<file path="config.mk">
export PLATFORM = sky130hd
export DESIGN_NAME = sync_fifo_ctrl
export DESIGN_NICKNAME = d
export VERILOG_FILES = /design/src/rtl/fifo_pkg.sv /design/src/rtl/fifo_mem.sv /design/src/rtl/sync_fifo_ctrl.sv
export SDC_FILE = /design/constraint.sdc
export NUM_CORES = 1
export LEC_CHECK = 0
export BUFFER_PORTS_ARGS = -buffer_cell sky130_fd_sc_hd__buf_2
export CORE_MARGIN = 4
export CORE_UTILIZATION = 40
export CTS_BUF_LIST = sky130_fd_sc_hd__clkbuf_8 sky130_fd_sc_hd__clkbuf_16
export CTS_CLUSTER_DIAMETER = 150
export CTS_CLUSTER_SIZE = 8
export DETAILED_ROUTE_END_ITERATION = 10
export GPL_TIMING_DRIVEN = 0
export SYNTH_ARGS = -nofsm -noshare
export SYNTH_HDL_FRONTEND = slang
export SYNTH_HIERARCHICAL = 1
export SYNTH_SLANG_ARGS = --single-unit
export TNS_END_PERCENT = 30
</file>
<file path="constraint.sdc">
create_clock -name clk -period 3.6 [get_ports clk]
set_clock_uncertainty 0.1 [all_clocks]
set_input_delay 0.9 -clock clk [delete_from_list [all_inputs] [get_ports clk]]
set_output_delay 0.9 -clock clk [all_outputs]
set_load 0.02 [all_outputs]
</file>
<file path="src/rtl/fifo_pkg.sv">
// Shared constants and elaboration helpers for the synchronous FIFO family.
// Read-mode encodings and parameter sanity checks live here so every FIFO agrees on them.
package fifo_pkg;

    localparam int FIFO_STD  = 0;
    localparam int FIFO_FWFT = 1;

    function automatic int fifoDepth(input int aw);
        return 1 << aw;
    endfunction

    // True when the almost-full/almost-empty thresholds make sense for this depth.
    function automatic bit threshLegal(input int aw, input int af, input int ae);
        int depth;
        depth = fifoDepth(aw);
        return (aw >= 1) && (af >= 1) && (af <= depth) && (ae >= 0) && (ae <= depth - 1);
    endfunction

endpackage

</file>
<file path="src/rtl/fifo_mem.sv">
// Simple dual-port storage array: synchronous write, asynchronous read.
// Contents are never reset; the controller decides which words are valid.
module fifo_mem
    import fifo_pkg::*;
#(
    parameter int DWIDTH = 8,
    parameter int AWIDTH = 4
) (
    input  logic              clk,
    input  logic              wren,
    input  logic [AWIDTH-1:0] waddr,
    input  logic [DWIDTH-1:0] wdata,
    input  logic [AWIDTH-1:0] raddr,
    output logic [DWIDTH-1:0] rdata
);

    localparam int DEPTH = fifoDepth(AWIDTH);

    logic [DWIDTH-1:0] mem [0:DEPTH-1];

    always_ff @(posedge clk) begin
        if (wren) begin
            mem[waddr] <= wdata;
        end
    end

    assign rdata = mem[raddr];

endmodule

</file>
<file path="src/rtl/sync_fifo_ctrl.sv">
// Single-clock FIFO controller with occupancy count, programmable almost flags,
// standard or first-word-fall-through read mode, synchronous flush and sticky error flags.
module sync_fifo_ctrl
    import fifo_pkg::*;
#(
    parameter int DWIDTH    = 8,
    parameter int AWIDTH    = 4,
    parameter int FWFT      = FIFO_STD,
    parameter int AF_THRESH = 2**AWIDTH - 2,
    parameter int AE_THRESH = 2
) (
    input  logic              clk,
    input  logic              rst,
    input  logic              flush,
    input  logic              wren,
    input  logic [DWIDTH-1:0] din,
    input  logic              rden,
    output logic [DWIDTH-1:0] dout,
    output logic              full,
    output logic              empty,
    output logic              almost_full,
    output logic              almost_empty,
    output logic [AWIDTH:0]   count,
    output logic              overflow,
    output logic              underflow
);

    localparam int             DEPTH     = fifoDepth(AWIDTH);
    localparam int             CW        = AWIDTH + 1;
    localparam logic [CW-1:0]  DEPTH_LVL = CW'(DEPTH);
    localparam logic [CW-1:0]  AF_LVL    = CW'(AF_THRESH);
    localparam logic [CW-1:0]  AE_LVL    = CW'(AE_THRESH);

    generate
        if (!threshLegal(AWIDTH, AF_THRESH, AE_THRESH)) begin : g_bad_thresh
            $error("sync_fifo_ctrl: AWIDTH must be >= 1, AF_THRESH in 1..DEPTH, AE_THRESH in 0..DEPTH-1");
        end
        if ((FWFT != FIFO_STD) && (FWFT != FIFO_FWFT)) begin : g_bad_mode
            $error("sync_fifo_ctrl: FWFT must be FIFO_STD or FIFO_FWFT");
        end
    endgenerate

    logic [CW-1:0]     wptr_q, wptr_d;
    logic [CW-1:0]     rptr_q, rptr_d;
    logic [CW-1:0]     count_q, count_d;
    logic              full_q, empty_q, almostFull_q, almostEmpty_q;
    logic              overflow_q, overflow_d;
    logic              underflow_q, underflow_d;
    logic              wrOk, rdOk;
    logic [DWIDTH-1:0] memRdata;

    // Flush and reset swallow any request in the same cycle, so neither touches storage or pointers.
    always_comb begin
        wrOk        = wren & ~full_q  & ~flush & ~rst;
        rdOk        = rden & ~empty_q & ~flush & ~rst;
        wptr_d      = wptr_q  + {{AWIDTH{1'b0}}, wrOk};
        rptr_d      = rptr_q  + {{AWIDTH{1'b0}}, rdOk};
        count_d     = count_q + {{AWIDTH{1'b0}}, wrOk} - {{AWIDTH{1'b0}}, rdOk};
        overflow_d  = overflow_q  | (wren & full_q);
        underflow_d = underflow_q | (rden & empty_q);
        if (flush) begin
            wptr_d      = '0;
            rptr_d      = '0;
            count_d     = '0;
            overflow_d  = 1'b0;
            underflow_d = 1'b0;
        end
    end

    // Flags are registered from the next count so no request input reaches them combinationally.
    always_ff @(posedge clk) begin
        if (rst) begin
            wptr_q        <= '0;
            rptr_q        <= '0;
            count_q       <= '0;
            full_q        <= 1'b0;
            empty_q       <= 1'b1;
            almostFull_q  <= 1'b0;
            almostEmpty_q <= 1'b1;
            overflow_q    <= 1'b0;
            underflow_q   <= 1'b0;
        end else begin
            wptr_q        <= wptr_d;
            rptr_q        <= rptr_d;
            count_q       <= count_d;
            full_q        <= (count_d == DEPTH_LVL);
            empty_q       <= (count_d == '0);
            almostFull_q  <= (count_d >= AF_LVL);
            almostEmpty_q <= (count_d <= AE_LVL);
            overflow_q    <= overflow_d;
            underflow_q   <= underflow_d;
        end
    end

    fifo_mem #(
        .DWIDTH (DWIDTH),
        .AWIDTH (AWIDTH)
    ) u_mem (
        .clk   (clk),
        .wren  (wrOk),
        .waddr (wptr_q[AWIDTH-1:0]),
        .wdata (din),
        .raddr (rptr_q[AWIDTH-1:0]),
        .rdata (memRdata)
    );

    generate
        if (FWFT == FIFO_STD) begin : g_std_dout
            logic [DWIDTH-1:0] dout_q;

            // Standard mode: the head word is captured on an accepted read and held otherwise.
            always_ff @(posedge clk) begin
                if (rst) begin
                    dout_q <= '0;
                end else if (rdOk) begin
                    dout_q <= memRdata;
                end
            end

            assign dout = dout_q;
        end else begin : g_fwft_dout
            assign dout = memRdata;
        end
    endgenerate

    assign full         = full_q;
    assign empty        = empty_q;
    assign almost_full  = almostFull_q;
    assign almost_empty = almostEmpty_q;
    assign count        = count_q;
    assign overflow     = overflow_q;
    assign underflow    = underflow_q;

    // Wrapping binary pointers always differ by exactly the occupancy.
    ptrCountConsistent: assert property (@(posedge clk) disable iff (rst)
        (wptr_q - rptr_q) == count_q);

endmodule

</file>
**Word level (Yosys, flattened, before mapping)**

Memories as Yosys holds them, arrays and structs flattened. A register that Yosys moved wholly into a read port is not among the register bits.
Cells that the tools add are included.

- Flip-flop bits (word level): 21
- RAM bits: 128
- Input port bits: 13
- Output and inout port bits: 19
- Word-level logic and storage cells: 36
- Memories: 1

Memories:

| memory | depth | width | read ports | clocked after memory_dff | write ports | RTL line | RTL |
|---|---|---|---|---|---|---|---|
| u_mem.mem | 16 | 8 | 1 | 1 | 1 | fifo_mem.sv:19 | `logic [DWIDTH-1:0] mem [0:DEPTH-1];` |

- Add/sub/neg operators: 4
- Magnitude comparators: 2
- Equality and inequality tests: 1
- Multiplexer cells: 3
- Bitwise logic cells: 14
- Reduce and logical (&&, ||, !) cells: 2

Operators by type and width:

| kind | count |
|---|---|
| $add A5 B1 Y5 | 3 |
| $and A1 B1 Y1 | 8 |
| $eq A5 B5 Y1 const B | 1 |
| $ge A5 B4 Y1 const B | 1 |
| $le A5 B2 Y1 const B | 1 |
| $logic_not A5 Y1 | 1 |
| $mux W5 | 1 |
| $sub A5 B1 Y5 | 1 |
| $not A1 Y1 | 4 |
| $mux W1 | 2 |
| $or A1 B1 Y1 | 2 |
| $reduce_or A2 Y1 | 1 |

**Longest topological paths before layout**

- Word-level depth: 8
- Depth in mapped cells: 11
- Depth with buffers taken out: 10

**Hierarchy**

Netlist, hierarchy kept.

Modules (own cells, without submodules):

| module | times used | cells each | area each (um^2) | seq. area each (um^2) |
|---|---|---|---|---|
| fifo_mem | 1 | 221 | 4987.3 | 3843.7 |
| sync_fifo_ctrl | 1 | 130 | 1176.1 | 540.5 |

**Worst setup path before layout**

Ideal clock, no wire load.

- Path type: input to register
- Start point: in rst
- End point: mem u_mem.mem[0][0], enable pin
- Setup time: 383 ps
- Arrival time: 2760 ps
- Required time: 3117 ps
- Setup slack: 357 ps
- Stages on the path: 6
- Path buffers: 2
- Cell sequence: or2_0 clkbuf_2 clkbuf_1 nor2_1 or3b_2 nor3_1

- Longest elaborated chain between the ends: 4

Ends and longest elaborated chain:

| element | RTL line | RTL |
|---|---|---|
| start, declared | sync_fifo_ctrl.sv:13 | `input logic rst,` |
| $not A1 Y1 | sync_fifo_ctrl.sv:54 | `wrOk = wren & ~full_q & ~flush & ~rst;` |
| $and A1 B1 Y1 | sync_fifo_ctrl.sv:54 |  |
| via wrOk | sync_fifo_ctrl.sv:49 | `logic wrOk, rdOk;` |
| $mux W1 | fifo_mem.sv:22 | `if (wren) begin` |
| $mux W1 (not written as such) | fifo_mem.sv:23 | `mem[waddr] <= wdata;` |
| end, declared | fifo_mem.sv:19 |  |

The timed path passes the listed nets, and every way through them passes these cells.

**Worst setup path after layout**

- Start point: in flush
- End point: mem u_mem.mem[3][7], enable pin

- Longest elaborated chain between the ends: 5

Ends and longest elaborated chain:

| element | RTL line | RTL |
|---|---|---|
| start, declared | sync_fifo_ctrl.sv:14 | `input logic flush,` |
| $not A1 Y1 | sync_fifo_ctrl.sv:54 |  |
| $and A1 B1 Y1 (2 in a row) | sync_fifo_ctrl.sv:54 |  |
| via wrOk | sync_fifo_ctrl.sv:49 |  |
| $mux W1 | fifo_mem.sv:22 |  |
| $mux W1 (not written as such) | fifo_mem.sv:23 |  |

The timed path passes the listed nets, and every way through them passes these cells.

==> summary by stage <==
Placement
The post-DP HPWL is 8040 um. Including well taps, the total number of placed cells is 570. The number of port buffers is 31. The routability-driven placement congestion ratio is approximately 0.79.

The post-detailed-placement cell area is between 6000 and 7000 um2.

Floorplan
The cell row count is 45. The area of the core region is between 15,000 and 20,000 um2. The boundary pin count is 32. Once the floorplan was initialized, standard cells occupied approximately two fifths of the core. The die height is around 130 um.

The die is between 100 and 150 um wide. The die covers 17,500 um2.

Synth
Each instance of the synthesized netlist takes up on average between 15 and 20 um2. The post-synthesis xor/xnor area fraction is 1.28%. The Yosys warning count is 6. The dominant combinational cell family by area after synthesis is multiplexers. Yosys mapped a number of flops with a built-in enable equal to roughly 130. The synthesized area is about 6200 um2. Synthesis produced a netlist with a net count of roughly 370. The prevailing post-synth register cell is sky130_fd_sc_hd__edfxtp_1.

The synthesized-area fraction occupied by ao, oa, aoi and oai cells is roughly 4.2%. The share of Yosys cell area claimed by the top area cell type is between 60 and 70%. By area the synthesized netlist is led by sky130_fd_sc_hd__edfxtp_1, sky130_fd_sc_hd__dfxtp_1, sky130_fd_sc_hd__mux4_2. The share of the Yosys chip area taken by registers is 71.1%. After Yosys synthesis, and, or, nand and nor cells account for 6.72% of the synthesized area.

The netlist uses 40 different library cells. The largest area contributor in the netlist is sky130_fd_sc_hd__edfxtp_1. The number of register bits inferred by synthesis is 155. The async set or reset register ratio after synthesis is 0%. In the synthesized netlist, mux cells make up 12.5% of the area. The fraction of the mapped netlist area in adder cells is approximately 1.7%. The cell count after synthesis came out at approximately 350.

Worst setup path
The element type at the critical path end is a register. The required arrival time at the worst endpoint is 3.55 ns. The highest net fanout along the worst path is 10. The arrival time of the worst setup path is between 3 and 4 ns.

The critical path launch point type is an input pin. The setup path with the least slack is of type in -> reg.

Final layout
The area of all placed cells without fillers is about 7100 um2. Of the cells placed in the final design, the portion with a size suffix greater than 1 is a little under a quarter. The library cell used most frequently in the layout, excluding fill and tap cells, is sky130_fd_sc_hd__edfxtp_1.

Once layout is complete, the cells apart from fillers number between 600 and 700. The net count reported at finish is 422. 0 antenna diodes ended up in the layout. The library cells used most frequently in the layout, excluding fill and tap cells, are sky130_fd_sc_hd__edfxtp_1, sky130_fd_sc_hd__buf_2, sky130_fd_sc_hd__nand2_1, sky130_fd_sc_hd__nor2_1, sky130_fd_sc_hd__dfxtp_1. The layout-stage area growth over the synthesis result is 15.8%.

STA
The final hold violation count came to 0. The peak clock frequency supported by timing is slightly above 300 MHz. The transition at the pin with the smallest max-transition slack is about 1.2 ns.

The final period utilization is 91.7%. The count of final setup violators is 0. The worst slew slack as a fraction of its limit is about 19%. Setup repair after global routing left no endpoint under its margin. The routed design could run at a clock period as short as roughly 3.3 ns. The total count of max-transition violations in the final report came to 0.

Summed over all failing endpoints, the final setup total negative slack is 0 ns.

Global routing
The global-route total usage across every layer is between 10 and 15%. The initial antenna violation count came to 0. The first global-routing pass estimated 19,000 um of wire. The maximum number of pins on one net before global-route repair is 17. The number of global-route vias before repair is roughly 3,300.

The total congestion overflow after global routing is 0.

Clock network
The CTS tree is built. The number of sinks on the clock net is roughly 160. The buffer cell driving the clock tree root is sky130_fd_sc_hd__clkbuf_16. The clock latency of the later-clocked register in the worst-skew pair is 0.43 ns. The number of buffers created by CTS is 17. The clock passes through at most 2 buffers.

The cts-stage hold buffer count is 0. The deepest level of the CTS H-tree is 4. Clock-pin slew was measured on the worst setup and hold paths at around 0.06 ns.

Drt
The count of nets left with antenna violations after detail routing is 0. The DRC marker count from the first detailed-route iteration is slightly below 300. Using the TritonRoute via totals, the vias-per-cell ratio works out to between 5 and 6. The first TritonRoute pass finished after 5 iterations. In the final routed layout, each cell accounts on average for 20.1 um.

The total via count in the routed design is roughly 3,200. The total routed wirelength is 12,100 um. After detailed routing, the number of remaining DRC violations is 0.

Worst hold path
The worst hold-check path type is reg -> reg.

Run status
The run finished with clean final reports.

Pwr
The power density relative to cell area is ~520 nW/um2. Summed over all cells, the static leakage comes to 0.00242 uW. The worst vdd rail ir drop is between 0.0003 and 0.0004 V.

Flow run
The max-capacitance violation count is 0.
critical path, cell delays in order:
cell and delay (ns):
sky130_fd_sc_hd__buf_2 0.13, sky130_fd_sc_hd__or2_0 0.19, sky130_fd_sc_hd__clkbuf_2 0.14, sky130_fd_sc_hd__clkbuf_1 0.26
sky130_fd_sc_hd__nor2_1 0.42, sky130_fd_sc_hd__or3b_2 0.55, sky130_fd_sc_hd__nor2_1 0.65
cell families (layout without fill, tap and decap cells):
kind of cell,count (synthesis),count (layout)
xor gates and xnor gates,9,9
AOI/OAI and AO/OA,38,38
adders and majority gates,8,8
DFF,155,155
muxes,32,32
and+or+nand+nor,86,86
buffers and inverters,23,86
sequential cells by signal, indices dropped and copies added (netlist names), 4 cells and up:
register,cells
dout,8
rptr_q,4
u_mem/mem,128
wptr_q,4
count,5
area by class of cell:
cell class                 instances  area [um2]
buffer                            14         114
clock buffer                      18         439
clock inverter                    14         131
fill                            1265        8010
inverter                           9        33.8
multi-input combinational        173        1640
sequential                       155        4380
tap                              188         235
timing repair buffer              31         155
per-stage QoR:
step	hold WS [ns]	setup slack, ns	utilization, %	power (uW)
3_3_place_gp	0.342	-0.570	43.3	2060
5_1_grt	0.378	0.0564	47.1	3860
3_5_place_dp	0.350	-0.541	43.3	2070
6_report	0.357	0.300	47.1	3720
4_1_cts	0.358	0.205	47.1	3760
2_1_floorplan	0.422	0.357	-	2020
metal layers:
layer | GRT usage, % | part of all wire, % | vias up
met5 | 0 | 0 | -
li1 | - | - | 1487
met1 | 20.2 | 45 | 1612
met2 | 22.5 | 49 | 80
met4 | 7.06 | 0.75 | 0
met3 | 4.24 | 5.7 | 7
Yosys cell counts (4+ instances only):
cell / instances
sky130_fd_sc_hd__ha_1: 7
sky130_fd_sc_hd__and2_1: 5
sky130_fd_sc_hd__a21oi_1: 13
sky130_fd_sc_hd__edfxtp_1: 128
sky130_fd_sc_hd__nor3_1: 5
sky130_fd_sc_hd__dfxtp_1: 27
sky130_fd_sc_hd__nand2_1: 28
sky130_fd_sc_hd__mux4_1: 14
sky130_fd_sc_hd__mux4_2: 18
sky130_fd_sc_hd__xnor2_1: 5
sky130_fd_sc_hd__nor2b_1: 4
sky130_fd_sc_hd__inv_1: 9
sky130_fd_sc_hd__nor2_1: 27
sky130_fd_sc_hd__a22oi_1: 17
sky130_fd_sc_hd__xor2_1: 4
sky130_fd_sc_hd__buf_6: 4
repair_timing:
action | CTS | global route
endpoints found under the setup margin | 8 | 0
buffers inserted | 0 | 0
resized for setup | 1 | 0
power by group:
part | internal (uW) | switching (uW)
Sequential | 1950 | 4.03
Clock | 1030 | 667
Combinational | 23.2 | 54.1
worst paths after layout:
check                       start                        end  slack [ns]  cells after the start
max                         flush  u_mem/mem[3][7]$_DFFE_PP_        0.30                      7
min          dout[3]$_SDFFE_PP0P_       dout[3]$_SDFFE_PP0P_        0.36                      2
max reg2reg       full$_SDFF_PP0_  u_mem/mem[3][7]$_DFFE_PP_        1.05                      4
min reg2reg  dout[3]$_SDFFE_PP0P_       dout[3]$_SDFFE_PP0P_        0.36                      2
(Power assumes the default switching activity.)
